File: src/rtl/tdm_demux4.sv
// tdm_demux4: four-channel TDM receive demultiplexer.
// Locks to frame_sync, steps a 2-bit slot counter on every valid sample,
// gathers slots 0..2 in shadow registers and publishes a whole frame
// (ch0..ch3) with a one-cycle frame_valid strobe on the slot-3 sample.
// Optional macro TDM_DEMUX4_SYNC_CHECK_EN enables frame_sync placement
// checking with a sync_err pulse; undefined, the block free-runs once locked.
module tdm_demux4 #(
  parameter int unsigned W = 1
) (
  input  logic         clk,
  input  logic         rst,
  input  logic [W-1:0] din,
  input  logic         din_valid,
  input  logic         frame_sync,
  output logic [W-1:0] ch0,
  output logic [W-1:0] ch1,
  output logic [W-1:0] ch2,
  output logic [W-1:0] ch3,
  output logic         frame_valid,
  output logic         locked,
  output logic [1:0]   slot,
  output logic         sync_err
);

  localparam int unsigned NUM_SLOTS = 4;
  localparam int unsigned SLOT_W    = 2;

  typedef enum logic {
    HUNT   = 1'b0,
    LOCKED = 1'b1
  } state_t;

  state_t              state_q, state_d;
  logic [SLOT_W-1:0]   slot_q, slot_d;
  logic [W-1:0]        shadow_q [NUM_SLOTS];
  logic [W-1:0]        shadow_d [NUM_SLOTS];
  logic [W-1:0]        ch_q     [NUM_SLOTS];
  logic [W-1:0]        ch_d     [NUM_SLOTS];
  logic                fv_q, fv_d;
  logic                err_q, err_d;
  logic                locked_q, locked_d;

  // State, slot counter, shadow and output registers
  always_ff @(posedge clk or posedge rst) begin
    if (rst) begin
      state_q  <= HUNT;
      slot_q   <= '0;
      fv_q     <= 1'b0;
      err_q    <= 1'b0;
      locked_q <= 1'b0;
      for (int i = 0; i < NUM_SLOTS; i++) begin
        shadow_q[i] <= '0;
        ch_q[i]     <= '0;
      end
    end else begin
      state_q  <= state_d;
      slot_q   <= slot_d;
      fv_q     <= fv_d;
      err_q    <= err_d;
      locked_q <= locked_d;
      for (int i = 0; i < NUM_SLOTS; i++) begin
        shadow_q[i] <= shadow_d[i];
        ch_q[i]     <= ch_d[i];
      end
    end
  end

  // Next-state, slot stepping and frame assembly
  always_comb begin
    state_d  = state_q;
    slot_d   = slot_q;
    shadow_d = shadow_q;
    ch_d     = ch_q;
    fv_d     = 1'b0;
    err_d    = 1'b0;

    unique case (state_q)
      HUNT: begin
        if (din_valid && frame_sync) begin
          shadow_d[0] = din;
          slot_d      = SLOT_W'(1);
          state_d     = LOCKED;
        end
      end

      LOCKED: begin
        if (din_valid) begin
`ifdef TDM_DEMUX4_SYNC_CHECK_EN
          if (frame_sync && (slot_q != '0)) begin
            // Early sync restarts the frame; the partial frame is dropped.
            err_d       = 1'b1;
            shadow_d[0] = din;
            slot_d      = SLOT_W'(1);
          end else if (!frame_sync && (slot_q == '0)) begin
            // Sync missing where expected: lose lock and discard the sample.
            err_d   = 1'b1;
            slot_d  = '0;
            state_d = HUNT;
          end else begin
`endif
            shadow_d[slot_q] = din;
            slot_d           = SLOT_W'(slot_q + SLOT_W'(1));
            if (slot_q == SLOT_W'(NUM_SLOTS - 1)) begin
              ch_d[0] = shadow_q[0];
              ch_d[1] = shadow_q[1];
              ch_d[2] = shadow_q[2];
              ch_d[3] = din;
              fv_d    = 1'b1;
            end
`ifdef TDM_DEMUX4_SYNC_CHECK_EN
          end
`endif
        end
      end

      default: begin
        state_d = HUNT;
        slot_d  = '0;
      end
    endcase

    locked_d = (state_d == LOCKED);
  end

  assign ch0         = ch_q[0];
  assign ch1         = ch_q[1];
  assign ch2         = ch_q[2];
  assign ch3         = ch_q[3];
  assign frame_valid = fv_q;
  assign locked      = locked_q;
  assign slot        = slot_q;
  assign sync_err    = err_q;

endmodule

File: config.mk
export PLATFORM = sky130hd
export DESIGN_NAME = tdm_demux4
export DESIGN_NICKNAME = d
export VERILOG_FILES = /design/src/rtl/tdm_demux4.sv
export SDC_FILE = /design/constraint.sdc
export NUM_CORES = 1
export LEC_CHECK = 0
export CORE_MARGIN = 8
export CORE_UTILIZATION = 40
export CTS_BUF_LIST = sky130_fd_sc_hd__clkbuf_16
export CTS_CLUSTER_DIAMETER = 200
export DETAILED_ROUTE_END_ITERATION = 7
export PLACE_DENSITY = 0.77
export RECOVER_POWER = 100
export SETUP_SLACK_MARGIN = 0.05
export SYNTH_ARGS = -nofsm -noshare
export SYNTH_HDL_FRONTEND = slang
export SYNTH_SLANG_ARGS = --single-unit
File: constraint.sdc
create_clock -name clk -period 1.4 [get_ports clk]
set_clock_uncertainty 0.1 [all_clocks]
set_input_delay 0.21 -clock clk [delete_from_list [all_inputs] [get_ports clk]]
set_output_delay 0.21 -clock clk [all_outputs]
set_load 0.005 [all_outputs]
==> results.txt <==
Outcome - complete, but fails checks
Failing checks - setup timing
Yosys reg bits - 11
Via Count - 368
Grt total ovfl - 0
Nets - 73
Initial core utilization - 41.22%
Remaining antenna violation count - 0
Crit-path most repeated cell - mux2_4
TritonCTS clock tree - built
Core area - 0.001269 mm2
Post-Synth Simple-Gate Area - 6.459%
LEAKAGE - 0.0004160 uW
Post-Layout Cell Count - 78
Synth Area in Compound Gates - 5.502%
Crit path required time - 1.42 ns
Syn avg cell area - 13.41 um2
Minimum clock period - 1.458 ns
Tcrit/Tclk final - 104.1%
Placed inst area - 683.2 um2
First-pass GRT wire length - 1.745 mm
Post-route cell area - 872.1 um2
Clock sinks - 11
Iter 0 DRT Violations - 4
DRC viols - 0
Via density - 4.718
Top cells by area, synth - dfrtp_1 (53%), mux2_2 (13%), ha_1 (9.6%)
Sequential area share after synthesis - 52.63%
Synthesized Nets - 48
Largest family of logic cells by synthesized area - multiplexers
DRT Pass-1 Iters - 3
Crit path launch type - flip-flop
Clock Pin Slew Worst Setup and Hold Paths - 0.04 ns
HPWL Detailed - 773 um
CTS root buf - clkbuf_16
Layout Area Growth over Synthesis - 66.75%
Die Area - 0.002721 mm2
Worst path max stage delay - 0.35 ns
Final wirelength - 1.118 mm
Per-cell routed wire length - 14.33 um
CP Max Fanout - 2
Placed insts - 69
Total clock buffers created by CTS - 3
Clk buf depth - 2
WP data arrival - 1.48 ns
Htree depth - 1
Final hold violation count - 0
RSZ-0062 raised after global routing - yes
Max-cap violation count - 0
Port bufs - 12
Slack of the critical path - -0.05757 ns
TNS Setup - -0.05757 ns
YS warnings - 0
Mux contribution to synthesized area - 18.66%
Diode count - 0
I/O pin cnt - 14
Xor and xnor fraction of the mapped netlist area - 0%
Commonest cells after routing, fill and taps aside - dfrtp_1 (11), buf_4 (7), dlygate4sd2_1 (6)
Die W - 52.16 um
CP Class - reg -> reg
Post-Synth Adder-Cell Area - 9.569%
Total track usage - 9.212%
Layout cells sized above 1 - 52.38%
Die height - 52.16 um
Worst vdd ir - 1.189 mV
Placer congestion estimate - 0.7633
Final setup vio count - 1
Post-Syn Area - 523.0 um2
Setup Slack @ Placement - -0.1495 ns
Post-Synthesis Cells - 39
Critical path capture point type - flip-flop
Commonest non-fill, non-tap cell in the layout - dfrtp_1
Yosys top cell by area - dfrtp_1
Power Total - 1645 uW
Slew Limit Fails - 0
# rows - 13
Initial antenna violation count - 0
Power Density - 1886 mW/mm2
Tightest Hold Check Type - in -> async
Fmax - 0.6861 GHz
Synth unique cells - 16
Pin count of the biggest net entering global routing - 12
Crit-path cells - buf_6 > inv_4 > ha_4 > mux2_4 > nand2_2 > mux2_4
Worst skew pair latency - 0.24 ns
Yosys top cell area share - 52.63%
Vias in the first global route - 385
Worst path slowest cell - dfrtp_1
[worst paths after layout]
check | cells past startpoint | endpoint | start | slack [ns]
min in group clk | 1 | ch0 | ch0 | 0.39
hold reg to reg | 1 | ch0 | ch0 | 0.39
setup / recovery | 6 | shadow_q[3] | slot[0] | -0.06
max in group asynchronous | 2 | slot[1] | rst | 0.59
setup reg to reg | 6 | shadow_q[3] | slot[0] | -0.06
hold / removal | 2 | ch1 | rst | 0.31
[cells by family (layout without fill, tap and decap cells)]
| family | after synthesis | in the layout |
|---|---|---|
| multiplexers | 8 | 8 |
| adder cells (fa/ha/maj) | 4 | 4 |
| flip-flops | 11 | 11 |
| other | 1 | 1 |
| AND/OR/NAND/NOR | 5 | 5 |
| buffers and inverters | 6 | 30 |
| AO/OA/AOI/OAI | 4 | 4 |
[what timing repair did]
action | CTS | global route
setup buffers | 4 | 2
pin swaps | 0 | 3
hold buffers | 0 | 0
setup endpoints to repair | 15 | 10
gates resized for setup | 19 | 8
[critical path: cells and delay by family (launching register included)]
family	cells	cell delay, ns
simple gates	1	0.07
mux	2	0.54
buf+inv	2	0.14
flops	1	0.35
fa+ha+maj	1	0.14
[synthesized netlist by cell type (all sizes together)]
master   n
a21oi    1
buf      2
and3     1
o21ai    1
a21o     1
conb     1
mux2     8
nand2    1
ha       4
a32o     1
inv      4
dfrtp   11
nand3    3
[power breakdown]
part           total, uW  switching (uW)  internal [uW]
Sequential           519            71.0            448
Clock                506             132            374
Combinational        620             222            398
Total               1640             425           1220
[final cells by class]
type / count / area, um2
fillers: 90 / 396.6
multi-input cells: 22 / 282.8
flip-flops and latches: 11 / 275.3
repair buffers: 22 / 198.9
clock buffers: 3 / 75.07
well taps: 15 / 18.77
inverters: 4 / 17.52
clock inverters: 1 / 3.754
[state kept, by name, summed over array words and instances, names as in the netlist]
signal,count
ch2,1
ch0,1
frame_valid,1
slot,2
shadow_q,3
locked,1
ch3,1
ch1,1
[routing by layer]
layer  wire (um)  share of wire [%]  global-route usage (%)  vias to the layer above
li1            -                  -                       -                      179
met5           0                  0                       0                        -
met1         407                 36                   8.571                      174
met3          96                8.6                   5.413                        4
met2         584                 52                   15.40                       11
met4          29                2.6                   5.172                        0
[through the flow]
stage | hold slack (ns) | utilization, %
3_5_place_dp | 0.3915 | 53.85
4_1_cts | 0.1779 | 65.98
5_1_grt | 0.3645 | 68.74
2_1_floorplan | -0.03756 | -
6_report | 0.3095 | 68.74
3_3_place_gp | 0.3839 | 53.85
(Power assumes the default switching activity.)
==> patch 1, RTL diff (same settings) <==
Add a define of `TDM_DEMUX4_SYNC_CHECK_EN`.
--- a/src/rtl/tdm_demux4.sv
+++ b/src/rtl/tdm_demux4.sv
@@ -5,4 +5,6 @@
 // Optional macro TDM_DEMUX4_SYNC_CHECK_EN enables frame_sync placement
 // checking with a sync_err pulse; undefined, the block free-runs once locked.
+`define TDM_DEMUX4_SYNC_CHECK_EN
+
 module tdm_demux4 #(
   parameter int unsigned W = 1
Behaviour: not the same (Yosys sat finds a counterexample within 4 cycles, from zero or initial values and one cycle with rst high).
==> patch 1 against the unedited design <==
- total power rose by 30%
- critical path depth did not move
- sequential cell count rose by 1
- the flow still finishes with violations (negative setup slack)
- largest cell class unchanged
- synthesized cell count rose by 26%
- setup slack got worse by 340 ps
- non-clock buffer count rose by 10
- critical path type unchanged
- routed wire length rose by 33%
- design area rose by 20%
- sequential power rose by 9.1%
- area after synthesis rose by 19%
==> patch 1: results (changes against the unedited design) <==
* Status: complete, but fails checks (unchanged)
* Failing checks: negative setup slack (unchanged)
* Fillers at 108 (was 90)
* Fraction of layout cells with a size suffix above 1 at 50.0% (was 52.4%)
* Fin nets at 97 (was 73)
* Post-synthesis compound-gate area fraction at 8.27% (was 5.50%)
* DR iter-0 viols at 5 (was 4)
* Post-synthesis mux area share at 15.1% (was 18.7%)
* Post-synthesis adder-cell area fraction at 14.1% (was 9.57%)
* Commonest cells in the synthesized netlist: 12 x dfrtp_1, 7 x ha_1, 6 x mux2_2 (was 11 x dfrtp_1, 6 x mux2_2, 4 x ha_1, 4 x inv_1)
* Critical Path Fanout Max at 3 (was 2)
* Total number of vias at 502 (was 368)
* Inst Count DP at 92 (was 69)
* Largest net degree at the start of global routing at 13 (was 12)
* Arrival time at the worst endpoint at 1820 ps (was 1480 ps)
* Slack of the critical path at -394 ps (was -57.6 ps)
* Hold_ws at 311 ps (was 309 ps)
* Setup bufs post-CTS at 6 (was 4)
* Final setup viols at 9 (was 1)
* Leak pwr at 0.542 nW (was 0.416 nW)
* Post-Synthesis Cells at 49 (was 39)
* IR drop worst, VDD at 1.23 mV (was 1.19 mV)
* RD Place Congestion at 0.873 (was 0.763)
* Biggest register: shadow_q (unchanged)
* Top post-synthesis cells by area: dfrtp_1 48%, ha_1 14%, mux2_2 11%, inv_1 3.0%, mux2_4 2.4% (was dfrtp_1 53%, mux2_2 13%, ha_1 9.6%, mux2_4 5.7%, inv_1 2.9%)
* Register area share after synthesis at 48.4% (was 52.6%)
* Post_cts resized at 30 (was 19)
* Total track usage at 10.7% (was 9.21%)
* Combinational share of power at 48.9% (was 37.7%)
* Global-route wire length before repair at 2610 um (was 1750 um)
* Seq group at 566 uW (was 519 uW)
* Distinct cell type count after synthesis at 20 (was 16)
* Number of global-route vias before repair at 573 (was 385)
* Post-route insts no fill at 100 (was 78)
* DR pass1 iterations at 4 (was 3)
* Sequential power share at 26.6% (was 31.6%)
==> patch 1: cell types whose count changed in the layout (fill, tap and decap cells not counted), sizes merged, moves of 2 or more <==
cell	delta
ha	+3
nand2	+3
clkdlybuf4s15	-2
nand3	-3
buf	+9
dlygate4sd2	+2
clkbuf	+2
==> patch 1: worst max path at each step <==
stage          depth (start not counted)           to  slack (ps)  startpoint
6_report                               6  shadow_q[3]        -390     slot[0]
5_1_grt                                6  shadow_q[3]        -440     slot[0]
4_1_cts                                6  shadow_q[3]        -390     slot[0]
3_5_place_dp                           6  shadow_q[3]        -580  frame_sync
3_3_place_gp                           6  shadow_q[3]        -560  frame_sync
2_1_floorplan                          6  shadow_q[3]        -480     slot[0]
==> patch 1: area by class of cell <==
class                      count  area (sq um)  area share [%]
multi-input combinational     31           382            36.4
sequential                    12           300            28.6
clock buffer                   3          75.1            7.16
clock inverter                 1          3.75           0.358
timing repair buffer          32           249            23.7
inverter                       5          18.8            1.79
tap                           16          20.0            1.91
==> patch 1: logic make-up (layout without fill, tap and decap cells) <==
logic type | after synthesis | in the layout
mux | 8 | 8
buf+inv | 6 | 41
flops | 12 | 12
compound gates | 7 | 7
simple gates | 9 | 9
fa+ha+maj | 7 | 7
==> patch 1: per-layer routing <==
metal	vias up	GRT usage (%)	share of wire [%]
met3	2	5.94	5.5
met4	0	5.28	0.67
met1	242	11.6	42
met2	17	16.5	52
li1	241	-	-
met5	-	0	0
==> patch 1: per-stage QoR <==
stage	setup slack [ps]	TNS (ps)
floorplan	-476	-1890
global placement	-555	-4130
detailed placement	-580	-4320
CTS	-392	-2420
global route	-438	-2900
finish	-394	-2420
==> patch 1: worst max-delay path, stage by stage, from the launching register on <==
cell     delay, ps
dfrtp_1        380
inv_2           80
ha_4           160
ha_4           200
and3_4         150
a221o_1        310
mux2_4         310
==> patch 2, RTL diff (config.mk and constraints unchanged) <==
Without the edit above. Add an input register stage for `din_valid`, without a reset; this delays it by one clock. The other inputs are not delayed to match.
--- a/src/rtl/tdm_demux4.sv
+++ b/src/rtl/tdm_demux4.sv
@@ -30,4 +30,10 @@
     LOCKED = 1'b1
   } state_t;
+
+  logic din_valid_q;
+
+  always_ff @(posedge clk) begin
+    din_valid_q <= din_valid;
+  end
 
   state_t              state_q, state_d;
@@ -77,5 +83,5 @@
     unique case (state_q)
       HUNT: begin
-        if (din_valid && frame_sync) begin
+        if (din_valid_q && frame_sync) begin
           shadow_d[0] = din;
           slot_d      = SLOT_W'(1);
@@ -85,5 +91,5 @@
 
       LOCKED: begin
-        if (din_valid) begin
+        if (din_valid_q) begin
 `ifdef TDM_DEMUX4_SYNC_CHECK_EN
           if (frame_sync && (slot_q != '0)) begin
Behaviour: not the same (Yosys sat finds a counterexample within 4 cycles, from zero or initial values and one cycle with rst high).
==> patch 2 against the unedited design <==
- largest cell class is now sequential cells
- sequential cell count up 1
- total power decreased by 1.5%
- global-route usage is 0.14 points higher
- design area shrank 3.7%
- setup slack improved by 63 ps
- area after synthesis up 3.8%
- routed wire length is 1.3% higher
- critical path type unchanged
- highest routed layer unchanged
- core utilization is 3.4 points lower
- non-clock buffer count fell by 3
==> patch 2: results (changes against the unedited design) <==
* Status: finished clean (was complete, but fails checks)
* Reg2reg path depth at 5 (was 6)
* Total Wirelength at 1130 um (was 1120 um)
* Global-route wire length before repair at 1890 um (was 1750 um)
* Inst Count DP at 70 (was 69)
* Cell family with most CP delay: multiplexers (unchanged)
* Met2 WL at 556 um (was 584 um)
* Area after DPL at 703 sq um (was 683 sq um)
* IR drop worst, VDD at 0.919 mV (was 1.19 mV)
* WL met3 at 118 um (was 96 um)
* Synthesized area per cell at 13.6 sq um (was 13.4 sq um)
* DR pass1 iterations at 4 (was 3)
* Register area share after synthesis at 54.4% (was 52.6%)
* CTS buffer count at 3 (unchanged)
* Number of global-route vias before repair at 422 (was 385)
* DR iter-0 viols at 3 (was 4)
* Clk buf depth at 2 (unchanged)
* Top post-synthesis cells by area: dfrtp_1 51%, mux2_2 12%, ha_1 9.2%, mux2_4 5.5%, dfxtp_1 3.7% (was dfrtp_1 53%, mux2_2 13%, ha_1 9.6%, mux2_4 5.7%, inv_1 2.9%)
* Met1 WL at 448 um (was 407 um)
* Distinct cell type count after synthesis at 17 (was 16)
* Fraction of layout cells with a size suffix above 1 at 44.3% (was 52.4%)
* Commonest cells in the synthesized netlist: 11 x dfrtp_1, 6 x mux2_2, 4 x ha_1, 4 x inv_1 (unchanged)
* # diodes at 0 (unchanged)
* Arrival time at the worst endpoint at 1410 ps (was 1480 ps)
* Fin nets at 71 (was 73)
* Worst Setup SP: slot[1] (was slot[0])
* Slack of the critical path at 5.68 ps (was -57.6 ps)
* Biggest register: shadow_q (unchanged)
* Dpl ws at -94.1 ps (was -150 ps)
* Total track usage at 9.35% (was 9.21%)
* Max H-tree Level at 1 (unchanged)
* Hold_ws at 307 ps (was 309 ps)
* Critical Path Fanout Max at 2 (unchanged)
* Synth warnings at 0 (unchanged)
* DR vias/cell at 4.97 (was 4.72)
* Fillers at 102 (was 90)
* Leak pwr at 0.410 nW (was 0.416 nW)
* RD Place Congestion at 0.787 (was 0.763)
* Syn Nets at 49 (was 48)
* Total number of vias at 378 (was 368)
* PD cells at 1930 nW/um^2 (was 1890 nW/um^2)
* Ys async rst share at 91.7% (was 100%)
-- patch 2: changes by cell type in the layout (fill, tap and decap cells not counted), moves of 2 or more --
cell,change
buf_6,-3
mux2_2,-2
mux2_4,+2
nand3_1,+2
nand3_2,-2
-- patch 2: cell families after synthesis --
logic type / Yosys count / synth area share, %
adder cells (fa/ha/maj): 4 / 9.22
buffers and inverters: 6 / 6.22
flip-flops: 12 / 54.4
multiplexers: 8 / 18.0
AND/OR/NAND/NOR: 5 / 6.22
AO/OA/AOI/OAI: 4 / 5.30
other: 1 / 0.691
-- patch 2: report_power, final --
group | switching [mW] | leakage (nW) | internal [mW]
sequential | 0.0713 | 0.137 | 0.479
clock | 0.135 | 0.0385 | 0.375
combinational | 0.199 | 0.235 | 0.361
total | 0.405 | 0.410 | 1.21
-- patch 2: cell type report --
| class | count | area (sq um) | share of cell area, % |
|---|---|---|---|
| inverters | 4 | 15.0 | 1.79 |
| well taps | 15 | 18.8 | 2.24 |
| clock inverters | 1 | 3.75 | 0.447 |
| multi-input cells | 22 | 268 | 31.9 |
| repair buffers | 19 | 164 | 19.5 |
| flip-flops and latches | 12 | 295 | 35.2 |
| clock buffers | 3 | 75.1 | 8.94 |
-- patch 2: repair_timing --
item | CTS | global route
resized for setup | 16 | 4
buffers inserted | 1 | 1
pin swaps | 0 | 1
endpoints found under the setup margin | 14 | 9
-- patch 2: per-layer routing --
| layer | track usage (%) | up-vias |
|---|---|---|
| met5 | 0 | - |
| met4 | 5.17 | 0 |
| met3 | 4.55 | 2 |
| met2 | 15.4 | 15 |
| met1 | 9.34 | 184 |
| li1 | - | 177 |
-- patch 2: worst reg2reg max path: stages (launching register included) --
cell,delay [ps]
dfrtp_1,360
inv_2,60
ha_4,140
mux2_4,250
nand2_2,70
mux2_4,290
